### src/rtl/mem_access.sv
// Memory-stage access controller: turns LD/ST at the EX/MEM boundary into a
// single-outstanding req/ack transaction with alignment and timeout checks.
module mem_access #(
  parameter int unsigned TIMEOUT   = 15,
  parameter logic [5:0]  OPCODE_LD = 6'h23,
  parameter logic [5:0]  OPCODE_ST = 6'h2b
) (
  input  logic        clk,
  input  logic        rst_n,
  input  logic        ex_valid,
  input  logic [5:0]  opcode,
  input  logic [31:0] addr,
  input  logic [31:0] st_data,
  output logic        dm_req,
  output logic        dm_we,
  output logic [31:0] dm_addr,
  output logic [31:0] dm_wdata,
  input  logic        dm_ack,
  input  logic        dm_err,
  input  logic [31:0] dm_rdata,
  output logic        stall,
  output logic [31:0] mem_out,
  output logic        mem_valid,
  output logic        mem_fault,
  output logic [31:0] fault_addr
);

  typedef enum logic [1:0] {
    IDLE  = 2'd0,
    BUSY  = 2'd1,
    FAULT = 2'd2
  } state_e;

  localparam logic [7:0] TIMEOUT_L = 8'(TIMEOUT);

  state_e      state_q, state_d;
  logic [7:0]  cnt_q, cnt_d;
  logic        dm_req_q, dm_req_d;
  logic        dm_we_q, dm_we_d;
  logic [31:0] dm_addr_q, dm_addr_d;
  logic [31:0] dm_wdata_q, dm_wdata_d;
  logic [31:0] mem_out_q, mem_out_d;
  logic        mem_valid_q, mem_valid_d;
  logic        mem_fault_q, mem_fault_d;
  logic [31:0] fault_addr_q, fault_addr_d;

  logic       memop;
  logic       mis;
  logic [7:0] cnt_inc;

  assign memop   = ex_valid && (opcode == OPCODE_LD || opcode == OPCODE_ST);
  assign mis     = (addr[1:0] != 2'b00);
  assign cnt_inc = cnt_q + 8'd1;

  // The upstream hold must never assert while the block sits in reset.
  assign stall = rst_n &&
                 (((state_q == IDLE) && memop && !mis) ||
                  ((state_q == BUSY) && !dm_ack));

  always_comb begin
    // NOTE: every _d gets a default first so no path leaves it unassigned,
    // which would otherwise infer a latch.
    state_d      = state_q;
    cnt_d        = cnt_q;
    dm_req_d     = dm_req_q;
    dm_we_d      = dm_we_q;
    dm_addr_d    = dm_addr_q;
    dm_wdata_d   = dm_wdata_q;
    mem_out_d    = mem_out_q;
    mem_valid_d  = 1'b0;
    mem_fault_d  = 1'b0;
    fault_addr_d = fault_addr_q;

    case (state_q)
      IDLE: begin
        if (memop) begin
          if (mis) begin
            fault_addr_d = addr;
            mem_fault_d  = 1'b1;
            state_d      = FAULT;
          end else begin
            dm_req_d   = 1'b1;
            dm_we_d    = (opcode == OPCODE_ST);
            dm_addr_d  = {addr[31:2], 2'b00};
            dm_wdata_d = st_data;
            cnt_d      = 8'd0;
            state_d    = BUSY;
          end
        end
      end

      BUSY: begin
        if (dm_ack) begin
          dm_req_d = 1'b0;
          if (dm_err) begin
            fault_addr_d = dm_addr_q;
            mem_fault_d  = 1'b1;
            state_d      = FAULT;
          end else begin
            if (!dm_we_q) mem_out_d = dm_rdata;
            mem_valid_d = 1'b1;
            state_d     = IDLE;
          end
        end else if (cnt_inc == TIMEOUT_L) begin
          // Last cycle of the request window with no ack: abort.
          dm_req_d     = 1'b0;
          fault_addr_d = dm_addr_q;
          mem_fault_d  = 1'b1;
          state_d      = FAULT;
        end else begin
          cnt_d = cnt_inc;
        end
      end

      FAULT:   state_d = IDLE;
      default: state_d = IDLE;
    endcase
  end

  always_ff @(posedge clk) begin
    // NOTE: sequential state uses non-blocking assignments so every flop
    // samples the pre-edge value of the others.
    if (!rst_n) begin
      state_q      <= IDLE;
      cnt_q        <= 8'd0;
      dm_req_q     <= 1'b0;
      dm_we_q      <= 1'b0;
      dm_addr_q    <= 32'd0;
      dm_wdata_q   <= 32'd0;
      mem_out_q    <= 32'd0;
      mem_valid_q  <= 1'b0;
      mem_fault_q  <= 1'b0;
      fault_addr_q <= 32'd0;
    end else begin
      state_q      <= state_d;
      cnt_q        <= cnt_d;
      dm_req_q     <= dm_req_d;
      dm_we_q      <= dm_we_d;
      dm_addr_q    <= dm_addr_d;
      dm_wdata_q   <= dm_wdata_d;
      mem_out_q    <= mem_out_d;
      mem_valid_q  <= mem_valid_d;
      mem_fault_q  <= mem_fault_d;
      fault_addr_q <= fault_addr_d;
    end
  end

  assign dm_req     = dm_req_q;
  assign dm_we      = dm_we_q;
  assign dm_addr    = dm_addr_q;
  assign dm_wdata   = dm_wdata_q;
  assign mem_out    = mem_out_q;
  assign mem_valid  = mem_valid_q;
  assign mem_fault  = mem_fault_q;
  assign fault_addr = fault_addr_q;

endmodule

### config.mk
export PLATFORM = sky130hd
export DESIGN_NAME = mem_access
export DESIGN_NICKNAME = d
export VERILOG_FILES = /design/src/rtl/mem_access.sv
export SDC_FILE = /design/constraint.sdc
export NUM_CORES = 1
export LEC_CHECK = 0
export BUFFER_PORTS_ARGS = -buffer_cell sky130_fd_sc_hd__buf_2
export CORE_ASPECT_RATIO = 0.9
export CORE_MARGIN = 2
export CORE_UTILIZATION = 51
export DETAILED_ROUTE_END_ITERATION = 10
export GPL_TIMING_DRIVEN = 0
export HOLD_SLACK_MARGIN = 0.03
export PLACE_DENSITY = 0.89
export SLEW_MARGIN = 20
export SYNTH_ARGS = -nofsm -noshare
export SYNTH_HDL_FRONTEND = slang
export SYNTH_SLANG_ARGS = --single-unit
### constraint.sdc
create_clock -name clk -period 6.6 [get_ports clk]
set_input_delay 0.33 -clock clk [delete_from_list [all_inputs] [get_ports clk]]
set_output_delay 0.33 -clock clk [all_outputs]
set_load 0.02 [all_outputs]
==> results of run 1 <==
## power by group
group          switching (W)  internal (W)  leakage, nW
Combinational      0.0000447     0.0000341         2.21
Sequential        0.00000193      0.000849         1.13
Clock               0.000348      0.000666        0.299
## final cells by class
cell class	count	share of cell area
sequential	140	0.370
multi-input combinational	499	0.330
timing repair buffer	237	0.157
clock buffer	19	0.0571
buffer	60	0.0362
clock inverter	12	0.0259
tap	133	0.0220
inverter	4	0.00198
## cells in the mapped netlist, drive strengths merged (2+ instances only)
master / number / share of area
nor3b: 3 / 0.0040
a21oi: 101 / 0.090
dfxtp: 140 / 0.50
clkbuf: 46 / 0.031
buf: 14 / 0.018
nand2b: 2 / 0.0022
nand2: 260 / 0.17
o211ai: 2 / 0.0027
mux2: 2 / 0.0040
a21boi: 2 / 0.0027
mux2i: 2 / 0.0036
nor2: 13 / 0.0087
nor3: 6 / 0.0054
o21ai: 5 / 0.0045
nand4: 31 / 0.035
o211a: 30 / 0.054
nand3b: 2 / 0.0027
and2: 2 / 0.0027
inv: 4 / 0.0027
ha: 2 / 0.0045
nor4: 2 / 0.0022
nand3: 9 / 0.0081
## sequential cells by signal, indices dropped and copies added (netlist names)
name        flops
cnt_q           8
dm_addr        30
dm_req          1
dm_wdata       32
dm_we           1
fault_addr     32
mem_fault       1
mem_out        32
mem_valid       1
state_q         2
## final timing paths
kind	startpoint	endpoint	cells after the start
worst min register to register	dm_wdata[19]	dm_wdata[19]	2
worst max-delay path	cnt_q[0]	fault_addr[23]	8
worst min-delay path	dm_rdata[12]	mem_out[12]	3
worst max register to register	cnt_q[0]	fault_addr[23]	8
## worst min-delay path: stages
cell     delay (ps)
buf_2            90
nand2_1          40
a21oi_1          50
## stage by stage
| stage | instances | setup slack [ps] | total power, W |
|---|---|---|---|
| 6_report | 1104 | 4160 | 0.00194 |
| 4_1_cts | 1104 | 4160 | 0.00196 |
| 3_5_place_dp | 1073 | 4120 | 0.000947 |
| 3_3_place_gp | 1073 | 4160 | 0.000946 |
| 5_1_grt | 1104 | 3920 | 0.00200 |
| 2_1_floorplan | 703 | 4520 | 0.000900 |
## routing by layer
metal	vias to the layer above	track usage	share of wire
met1	2700	0.319	0.42
met2	209	0.465	0.49
met5	-	0	0
met3	27	0.0909	0.077
li1	2876	-	-
met4	0	0.0844	0.014
## kinds of logic after synthesis
family                     Yosys count
AOI/OAI and AO/OA                  151
xor gates and xnor gates             1
adders and majority gates            2
buffers and inverters               64
DFF                                140
muxes                                4
other                                1
and+or+nand+nor                    339
==> results.txt, run 1 <==
Num CTS Buffers - 17
Delay-heaviest family, CP - compound AO/OA/AOI/OAI gates
Synth unique cells - 50
DRC viols - 0
CP required - 6890 ps
Critical-path cell list - ha_1 -> nand3_1 -> o21a_1 -> a2111oi_4 -> a211o_1 -> clkbuf_1 -> nand4_1 -> o211a_1
Clock root buffer - clkbuf_16
Peak supply drop - 280 uV
Compound-Gate Fraction of Synth Area - 0.175
Leak pwr - 3.64 nW
First-pass GRT wire length - 25,200 um
Setup Buffers After CTS - 0
Final net count - 1,068
Pin count of the biggest net entering global routing - 17
Sequential area share after synthesis - 0.501
Setup Viol. Count Final - 0
Final Hold Slack - 155 ps
Slew @ Worst Pin - 636 ps
Unrepaired setup endpoints after global routing - false
Ports - 240
Outcome - finished, final reports clean
Seq cells post-synth - 140
Area delta synth->final - 35.5%
Post-DRT Antenna Nets - 0
Fin area - 7580 um2
Fmax - 409 MHz
DP Area - 6950 um2
Adder-cell share of the synthesized area - 0.00448
YS warnings - 0
Mapped Area - 5590 um2
Drt pass-1 iters - 5
Synth Instances - 702
Critical Path End Type - flop
Via/cell ratio - 5.26
Clock slew at reported path FFs - 60 ps
Antenna cells - 0
FF/Latch Area - 2800 um2
Xor/xnor share of the synthesized area - 0.00157
Leading register cell type out of synthesis - dfxtp_1
I/O Buffers - 237
CTS tree - yes
Final wirelength - 16,100 um
Max-Cap Viols - 0
Initial antenna violation count - 0
Final min period - 2440 ps
Cell Pwr Density - 257 nW/um2
Vias - 5,812
Wire per inst - 14.6 um
Die Span Y - 103 um
Post-CTS Resized - 0
Die X - 114 um
Remaining Overflow, GRT - 0
Post-CTS Hold Fix Bufs - 0
Startpoint Class - flop
Critical path's largest stage delay - 440 ps
Post-synth EDFFs - 0
Critical path class - flop to flop
Worst min-delay path category - primary input to flop
Most frequent cells in the layout - nand2_1 (260), buf_2 (243), dfxtp_1 (140)
Placer Congestion - 0.822
Clock sink count - 140
Initial Utilization - 0.519
Slowest cell on the critical path - dfxtp_1
Clk_lat worst skew - 410 ps
Post-DP HPWL - 11,600 um
GR Util All Layers - 0.269
Multiplexer area fraction after synthesis - 0.00761
Final Hold Viols - 0
Full die area - 11,800 um2
Vias in the first global route - 5,404
DR iter-0 viols - 311
Relative slew slack - 0.574
TNS Setup - 0 ps
Avg Cell Area, Syn - 7.96 um2
Final design utilization - 0.704
Crit-path max FO - 10
CORE AREA - 10,800 um2
CTS H-tree depth - 4
Final worst-path cycle share - 0.370
Multi-input gate area - 2500 um2
Simple-Gate Fraction of Synth Area - 0.258
Largest family of logic cells by synthesized area - simple AND/OR/NAND/NOR gates
# fillers - 905
Ys async rst share - 0
Most common cell after layout, fill and taps aside - nand2_1
Max Root-Sink Buffers - 2
Share of layout cells above drive strength 1 - 0.294
CP bufs+invs - 1
FP Rows - 36
CP Data Arrival Time - 2740 ps
Final Max Slew Viols - 0
Setup slack, reg-to-reg - 4160 ps
Final Skew - 9.12 ps
No activity file was read; power rests on OpenSTA's default activity.
==> inputs of run 2 (changes only) <==
CORE_UTILIZATION = 48   (was 51)
PLACE_DENSITY = 0.84   (was 0.89)
clock period = 2.5 ns   (was 6.6 ns; I/O delays follow)
==> run 2 against run 1 <==
Effect of this change:
- design area rose by 14%
- die area grew 6.0%
- first-iteration DRC count up 57%
- clock skew is 0.65 ps lower
- critical path type is now primary input to output pin
- largest power group unchanged
==> results.txt, run 2 (same netlist as run 1, synthesis figures left out) <==
Final Max Slew Viols - 0 (unchanged)
DR iter-0 viols - 488 (was 311)
CORE AREA - 11,400 um2 (was 10,800 um2)
Peak supply drop - 524 uV (was 280 uV)
CP Data Arrival Time - 2200 ps (was 2740 ps)
Cell Pwr Density - 622 nW/um2 (was 257 nW/um2)
Leak pwr - 4.06 nW (was 3.64 nW)
DRC viols - 0 (unchanged)
Worst min-delay path category - primary input to flop (unchanged)
Die Span Y - 106 um (was 103 um)
Outcome - finished, final reports clean (unchanged)
Die X - 118 um (was 114 um)
Setup Viol. Count Final - 0 (unchanged)
Worst hold path depth - 3 (unchanged)
Max-Cap Viols - 0 (unchanged)
Share of layout cells above drive strength 1 - 0.275 (was 0.294)
Antenna cells - 0 (unchanged)
Initial Utilization - 0.491 (was 0.519)
Clk_lat worst skew - 410 ps (about the same)
Final net count - 1,166 (was 1,068)
Critical path class - primary input to output pin (was flop to flop)
Pin count of the biggest net entering global routing - 17 (unchanged)
Final design utilization - 0.757 (was 0.704)
Dpl cells - 1,096 (was 1,073)
Final Hold Viols - 0 (unchanged)
Final Hold Slack - 135 ps (was 155 ps)
Post-DP HPWL - 11,700 um (was 11,600 um)
Vias in the first global route - 6,618 (was 5,404)
Initial antenna violation count - 0 (unchanged)
CTS H-tree depth - 4 (unchanged)
Ports - 240 (unchanged)
Met2 usage - 0.561 (was 0.465)
Drt pass-1 iters - 8 (was 5)
CTS tree - yes (unchanged)
Final wirelength - 19,700 um (was 16,100 um)
FP Rows - 37 (was 36)
Gr busiest metal - met2 (unchanged)
First-pass GRT wire length - 31,700 um (was 25,200 um)
GR met3 Demand/Resource - 0.0869 (was 0.0909)
Wire per inst - 16.1 um (was 14.6 um)
Via/cell ratio - 5.37 (was 5.26)
Unrepaired setup endpoints after global routing - false (unchanged)
Most common cell after layout, fill and taps aside - nand2_1 (unchanged)
Num CTS Buffers - 17 (unchanged)
CP required - 2380 ps (was 6890 ps)
Power Total - 0.00536 W (was 0.00194 W)
Worst R2R End - fault_addr[29] (was fault_addr[23])
Clock root buffer - clkbuf_16 (unchanged)
Worst Setup EP - stall (was fault_addr[23])
Relative slew slack - 0.493 (was 0.574)
Final min period - 2330 ps
Startpoint Class - primary input (was flop)
Area delta synth->final - 54.2% (was 35.5%)
Remaining Overflow, GRT - 0 (unchanged)
I/O Buffers - 237 (unchanged)
Slew @ Worst Pin - 757 ps (was 636 ps)
Vias - 6,582 (was 5,812)
Post-DRT Antenna Nets - 0 (unchanged)
Clock sink count - 140 (unchanged)
GR Util All Layers - 0.315 (was 0.269)
Final Skew - 8.47 ps (was 9.12 ps)
Critical Path End Type - output pin (was flop)
Crit-path max FO - 10 (unchanged)
Worst r2r src - cnt_q[0] (unchanged)
Most frequent cells in the layout - nand2_1 (260), buf_2 (244), dfxtp_1 (138) (was nand2_1 (260), buf_2 (243), dfxtp_1 (140))
Fmax - 430 MHz
Setup slack, reg-to-reg - 200 ps (was 4160 ps)
Placer Congestion - 0.808 (was 0.822)
Clock slew at reported path FFs - 60 ps (about the same)
Setup Buffers After CTS - 0 (unchanged)
Max Root-Sink Buffers - 2 (unchanged)
Full die area - 12,500 um2 (was 11,800 um2)
GR Layer Usage met1 - 0.335 (was 0.319)
Crit. Startpoint - addr[1] (was cnt_q[0])
Worst reg2reg path depth - 9 (was 8)
Finished Layout Cells - 1,226 (was 1,104)
Final worst-path cycle share - 0.931
## run 2: cell types whose count changed in the layout (fill, tap and decap cells not counted), moves of 2 or more
cell | previous run | this run
dfxtp_1 | 140 | 138
clkbuf_8 | 0 | 2
dfxtp_2 | 0 | 2
clkbuf_2 | 0 | 2
clkbuf_1 | 48 | 44
dlygate4sd3_1 | 0 | 98
## run 2: how the worst min path moves through the flow
stage / end / slack, ps / from
floorplan: mem_out[10] / 260 / dm_rdata[10]
global placement: dm_wdata[25] / 370 / st_data[25]
detailed placement: mem_out[13] / 370 / dm_rdata[13]
CTS: mem_valid / 130 / dm_err
global route: mem_valid / 140 / dm_ack
finish: mem_valid / 140 / dm_err
## run 2: repair_timing
action / CTS / global route
endpoints found under the setup margin: 2 / 31
endpoints found under the hold margin: 97 / 0
resized for setup: 0 / 11
gates cloned: 0 / 0
hold buffers: 98 / 0
pin swaps: 0 / 1
## run 2: metrics by stage
| stage | instance area (um2) | worst slack (ps) | TNS, ps |
|---|---|---|---|
| detailed placement | 6980 | 0.318 | 0 |
| global placement | 6980 | 120 | 0 |
| floorplan | 5590 | 418 | 0 |
| CTS | 8610 | -1.74 | -2.86 |
| global route | 8620 | 28.7 | 0 |
| finish | 8620 | 173 | 0 |
## run 2: critical path, cell delays in order
cell           delay [ps]
dlygate4sd3_1         540
buf_2                 130
or2_2                 330
nor4_1                250
clkbuf_1              460
nor2_1                100
nor2_1                100
buf_2                 170
## run 2: report_power, final
part	leakage (nW)	switching [W]	internal, W
Combinational	2.62	0.000151	0.000189
Sequential	1.13	0.00000560	0.00224
Clock	0.312	0.000955	0.00182
## run 2: per-layer routing
layer  vias to the layer above  routed length (um)
met5                         -                   0
met4                         0                 941
met3                        89                1600
met2                       362                9910
met1                      3048                7290
li1                       3083                   -
## run 2: area by class of cell
| type | count | area (um2) |
|---|---|---|
| Sequential cell | 140 | 2810 |
| Clock inverter | 12 | 193 |
| Buffer | 60 | 278 |
| Clock buffer | 20 | 457 |
| Tap cell | 156 | 195 |
| Inverter | 4 | 15.0 |
| Multi-Input combinational cell | 499 | 2510 |
| Fill cell | 810 | 2770 |
| Timing Repair Buffer | 335 | 2170 |
==> inputs of run 3 (changes only) <==
ABC_AREA = 1   (was not set)
CORE_UTILIZATION = 47   (was 48)
PLACE_DENSITY = 0.83   (was 0.84)
==> run 3 against run 2 <==
Effect of this change:
- synthesized cell count up 10%
- maximum frequency rose by 8.2%
- flip-flop and latch count did not move
- wire length fell by 1.6%
- area after synthesis shrank 0.45%
- sequential share of layout area grew 0.37 points
- register-to-register slack improved by 310 ps
- clock power shrank 5%
- via count is 1.0% lower
- clock skew up 4.5 ps
- final cell count grew 5.3%
- design area is 1.2% lower
- critical path type is now flop to output pin
- largest cell class unchanged
==> results.txt, run 3 <==
Outcome - finished, final reports clean (unchanged)
Max Root-Sink Buffers - 2 (unchanged)
Sequential area share after synthesis - 0.504 (was 0.501)
Most frequent cells in the layout - buf_2 (249), nor2_1 (208), nand2_1 (147) (was nand2_1 (260), buf_2 (244), dfxtp_1 (138))
FP Rows - 37 (unchanged)
Most frequent cell after synthesis - nor2_1 (was nand2_1)
Startpoint Class - flop (was primary input)
Leading register cell type out of synthesis - dfxtp_1 (unchanged)
GR Layer Usage met1 - 0.346 (was 0.335)
CP required - 2380 ps (about the same)
I/O Buffers - 236 (was 237)
Relative slew slack - 0.617 (was 0.493)
Num CTS Buffers - 17 (unchanged)
CP Data Arrival Time - 2020 ps (was 2200 ps)
Remaining Overflow, GRT - 0 (unchanged)
Clock slew at reported path FFs - 50 ps (was 60 ps)
CTS tree - yes (unchanged)
Finished Layout Cells - 1,291 (was 1,226)
FF/Latch Area - 2800 um2 (was 2810 um2)
Fmax - 465 MHz (was 430 MHz)
Final worst-path cycle share - 0.860 (was 0.931)
Peak supply drop - 467 uV (was 524 uV)
Compound-Gate Fraction of Synth Area - 0.132 (was 0.175)
DR iter-0 viols - 552 (was 488)
First-pass GRT wire length - 30,600 um (was 31,700 um)
Post-CTS Resized - 0 (unchanged)
Most common cell after layout, fill and taps aside - buf_2 (was nand2_1)
Place WS - 561 ps (was 0.318 ps)
Post-DP HPWL - 12,200 um (was 11,700 um)
Ranking of synthesized cells by area - dfxtp_1 (50%), nor2_1 (14%), nand2_1 (9.9%), o21ai_0 (8.8%), nand3_1 (4.2%) (was dfxtp_1 (50%), nand2_1 (17%), a21oi_1 (9.0%), o211a_1 (5.4%), nand4_1 (3.5%))
Antenna cells - 0 (unchanged)
Slew @ Worst Pin - 574 ps (was 757 ps)
Final worst slack - 350 ps (was 173 ps)
DRC viols - 0 (unchanged)
Full die area - 12,700 um2 (was 12,500 um2)
Final Max Slew Viols - 0 (unchanged)
Final min period - 2150 ps (was 2330 ps)
Area delta synth->final - 53.0% (was 54.2%)
GR met3 Demand/Resource - 0.0713 (was 0.0869)
GR Util All Layers - 0.302 (was 0.315)
TNS Setup - 0 ps (unchanged)
Via/cell ratio - 5.05 (was 5.37)
CTS H-tree depth - 4 (unchanged)
Synth top area share - 0.504 (was 0.501)
DP Area - 6950 um2 (was 6980 um2)
Post-DRT Antenna Nets - 0 (unchanged)
Clk_lat worst skew - 410 ps (about the same)
Final Hold Viols - 0 (unchanged)
Power Total - 0.00523 W (was 0.00536 W)
Dpl cells - 1,165 (was 1,096)
Final Skew - 13.0 ps (was 8.47 ps)
Simple-Gate Fraction of Synth Area - 0.298 (was 0.258)
Leading area contributor after synthesis - dfxtp_1 (unchanged)
Multiplexer area fraction after synthesis - 0 (was 0.00761)
Share of layout cells above drive strength 1 - 0.261 (was 0.275)
Wire per inst - 15.1 um (was 16.1 um)
Multi-input gate area - 2430 um2 (was 2510 um2)
Ys async rst share - 0 (unchanged)
Cell Pwr Density - 614 nW/um2 (was 622 nW/um2)
YS warnings - 0 (unchanged)
Avg Cell Area, Syn - 7.21 um2 (was 7.96 um2)
Drt pass-1 iters - 5 (was 8)
Critical path class - flop to output pin (was primary input to output pin)
Final wirelength - 19,400 um (was 19,700 um)
# fillers - 911 (was 810)
Worst min-delay path category - primary input to flop (unchanged)
Mapped Area - 5570 um2 (was 5590 um2)
Post-synth EDFFs - 0 (unchanged)
Vias in the first global route - 6,372 (was 6,618)
Vias - 6,514 (was 6,582)
Critical Path End Type - output pin (unchanged)
Setup Viol. Count Final - 0 (unchanged)
CORE AREA - 11,500 um2 (was 11,400 um2)
Final net count - 1,232 (was 1,166)
Die X - 119 um (was 118 um)
Leak pwr - 4.26 nW (was 4.06 nW)
Placer Congestion - 0.912 (was 0.808)
Xor/xnor share of the synthesized area - 0.00157 (about the same)
Gr busiest metal - met2 (unchanged)
Initial antenna violation count - 0 (unchanged)
Adder-cell share of the synthesized area - 0.00450 (was 0.00448)
Commonest cells in the netlist - nor2_1 (208), nand2_1 (147), dfxtp_1 (140) (was nand2_1 (260), dfxtp_1 (140), a21oi_1 (101))
Clock root buffer - clkbuf_16 (unchanged)
Seq cells post-synth - 140 (unchanged)
Crit-path max FO - 10 (unchanged)
Pin count of the biggest net entering global routing - 17 (unchanged)
Max-Cap Viols - 0 (unchanged)
Largest family of logic cells by synthesized area - simple AND/OR/NAND/NOR gates (unchanged)
Synth Instances - 772 (was 702)
Clock sink count - 140 (unchanged)
Fin area - 8510 um2 (was 8620 um2)
Synth unique cells - 27 (was 50)
Unrepaired setup endpoints after global routing - false (unchanged)
Met2 usage - 0.537 (was 0.561)
Die Span Y - 107 um (was 106 um)
Initial Utilization - 0.485 (was 0.491)
Ports - 240 (unchanged)
run 3: repair_timing:
item	CTS	global route
buffers inserted	0	0
endpoints found under the setup margin	0	0
hold buffers	95	0
endpoints found under the hold margin	95	0
run 3: area by class of cell:
type                    instances  area share
clock buffers                  22      0.0569
repair buffers                331       0.250
well taps                     156      0.0229
clock inverters                 9      0.0157
multi-input cells             561       0.286
inverters                      17     0.00749
flip-flops and latches        140       0.329
plain buffers                  55      0.0314
run 3: path summary, 6_finish.rpt:
check	slack, ps	to	depth (start not counted)	start
worst min register to register	460	fault_addr[30]	2	fault_addr[30]
worst max-delay path	350	stall	7	state_q[1]
worst max register to register	510	mem_out[28]	10	state_q[0]
worst min-delay path	80	fault_addr[1]	4	addr[1]
run 3: layer usage:
metal | part of all wire | vias to the layer above
met5 | 0 | -
met4 | 0.034 | 0
met3 | 0.070 | 58
met2 | 0.50 | 309
met1 | 0.39 | 2977
li1 | - | 3170
run 3: per-stage QoR:
step | utilization | hold WS [ps]
finish | 0.742 | 76.4
global route | 0.742 | 88.1
CTS | 0.742 | 67.4
detailed placement | 0.605 | 353
global placement | 0.605 | 345
floorplan | - | 260
run 3: power by group:
group          leakage [nW]  internal [W]  total (W)  switching [W]
Clock                 0.303       0.00168    0.00263       0.000950
Sequential             1.13       0.00224    0.00225     0.00000734
Combinational          2.83      0.000196   0.000352       0.000156
Total                  4.26       0.00412    0.00523        0.00111
run 3: logic make-up (layout without fill, tap and decap cells):
logic type,after synthesis,after routing
xor+xnor,1,1
flops,140,140
simple gates,412,412
fa+ha+maj,2,2
compound gates,144,144
buf+inv,72,434
other cells,1,2
run 3: worst max-delay path: stages (launching register included):
cell,delay (ps)
dfxtp_1,370
nor2_1,160
nand2_1,90
nor2_1,200
clkbuf_1,430
nor2_1,70
nor2_1,100
buf_2,190
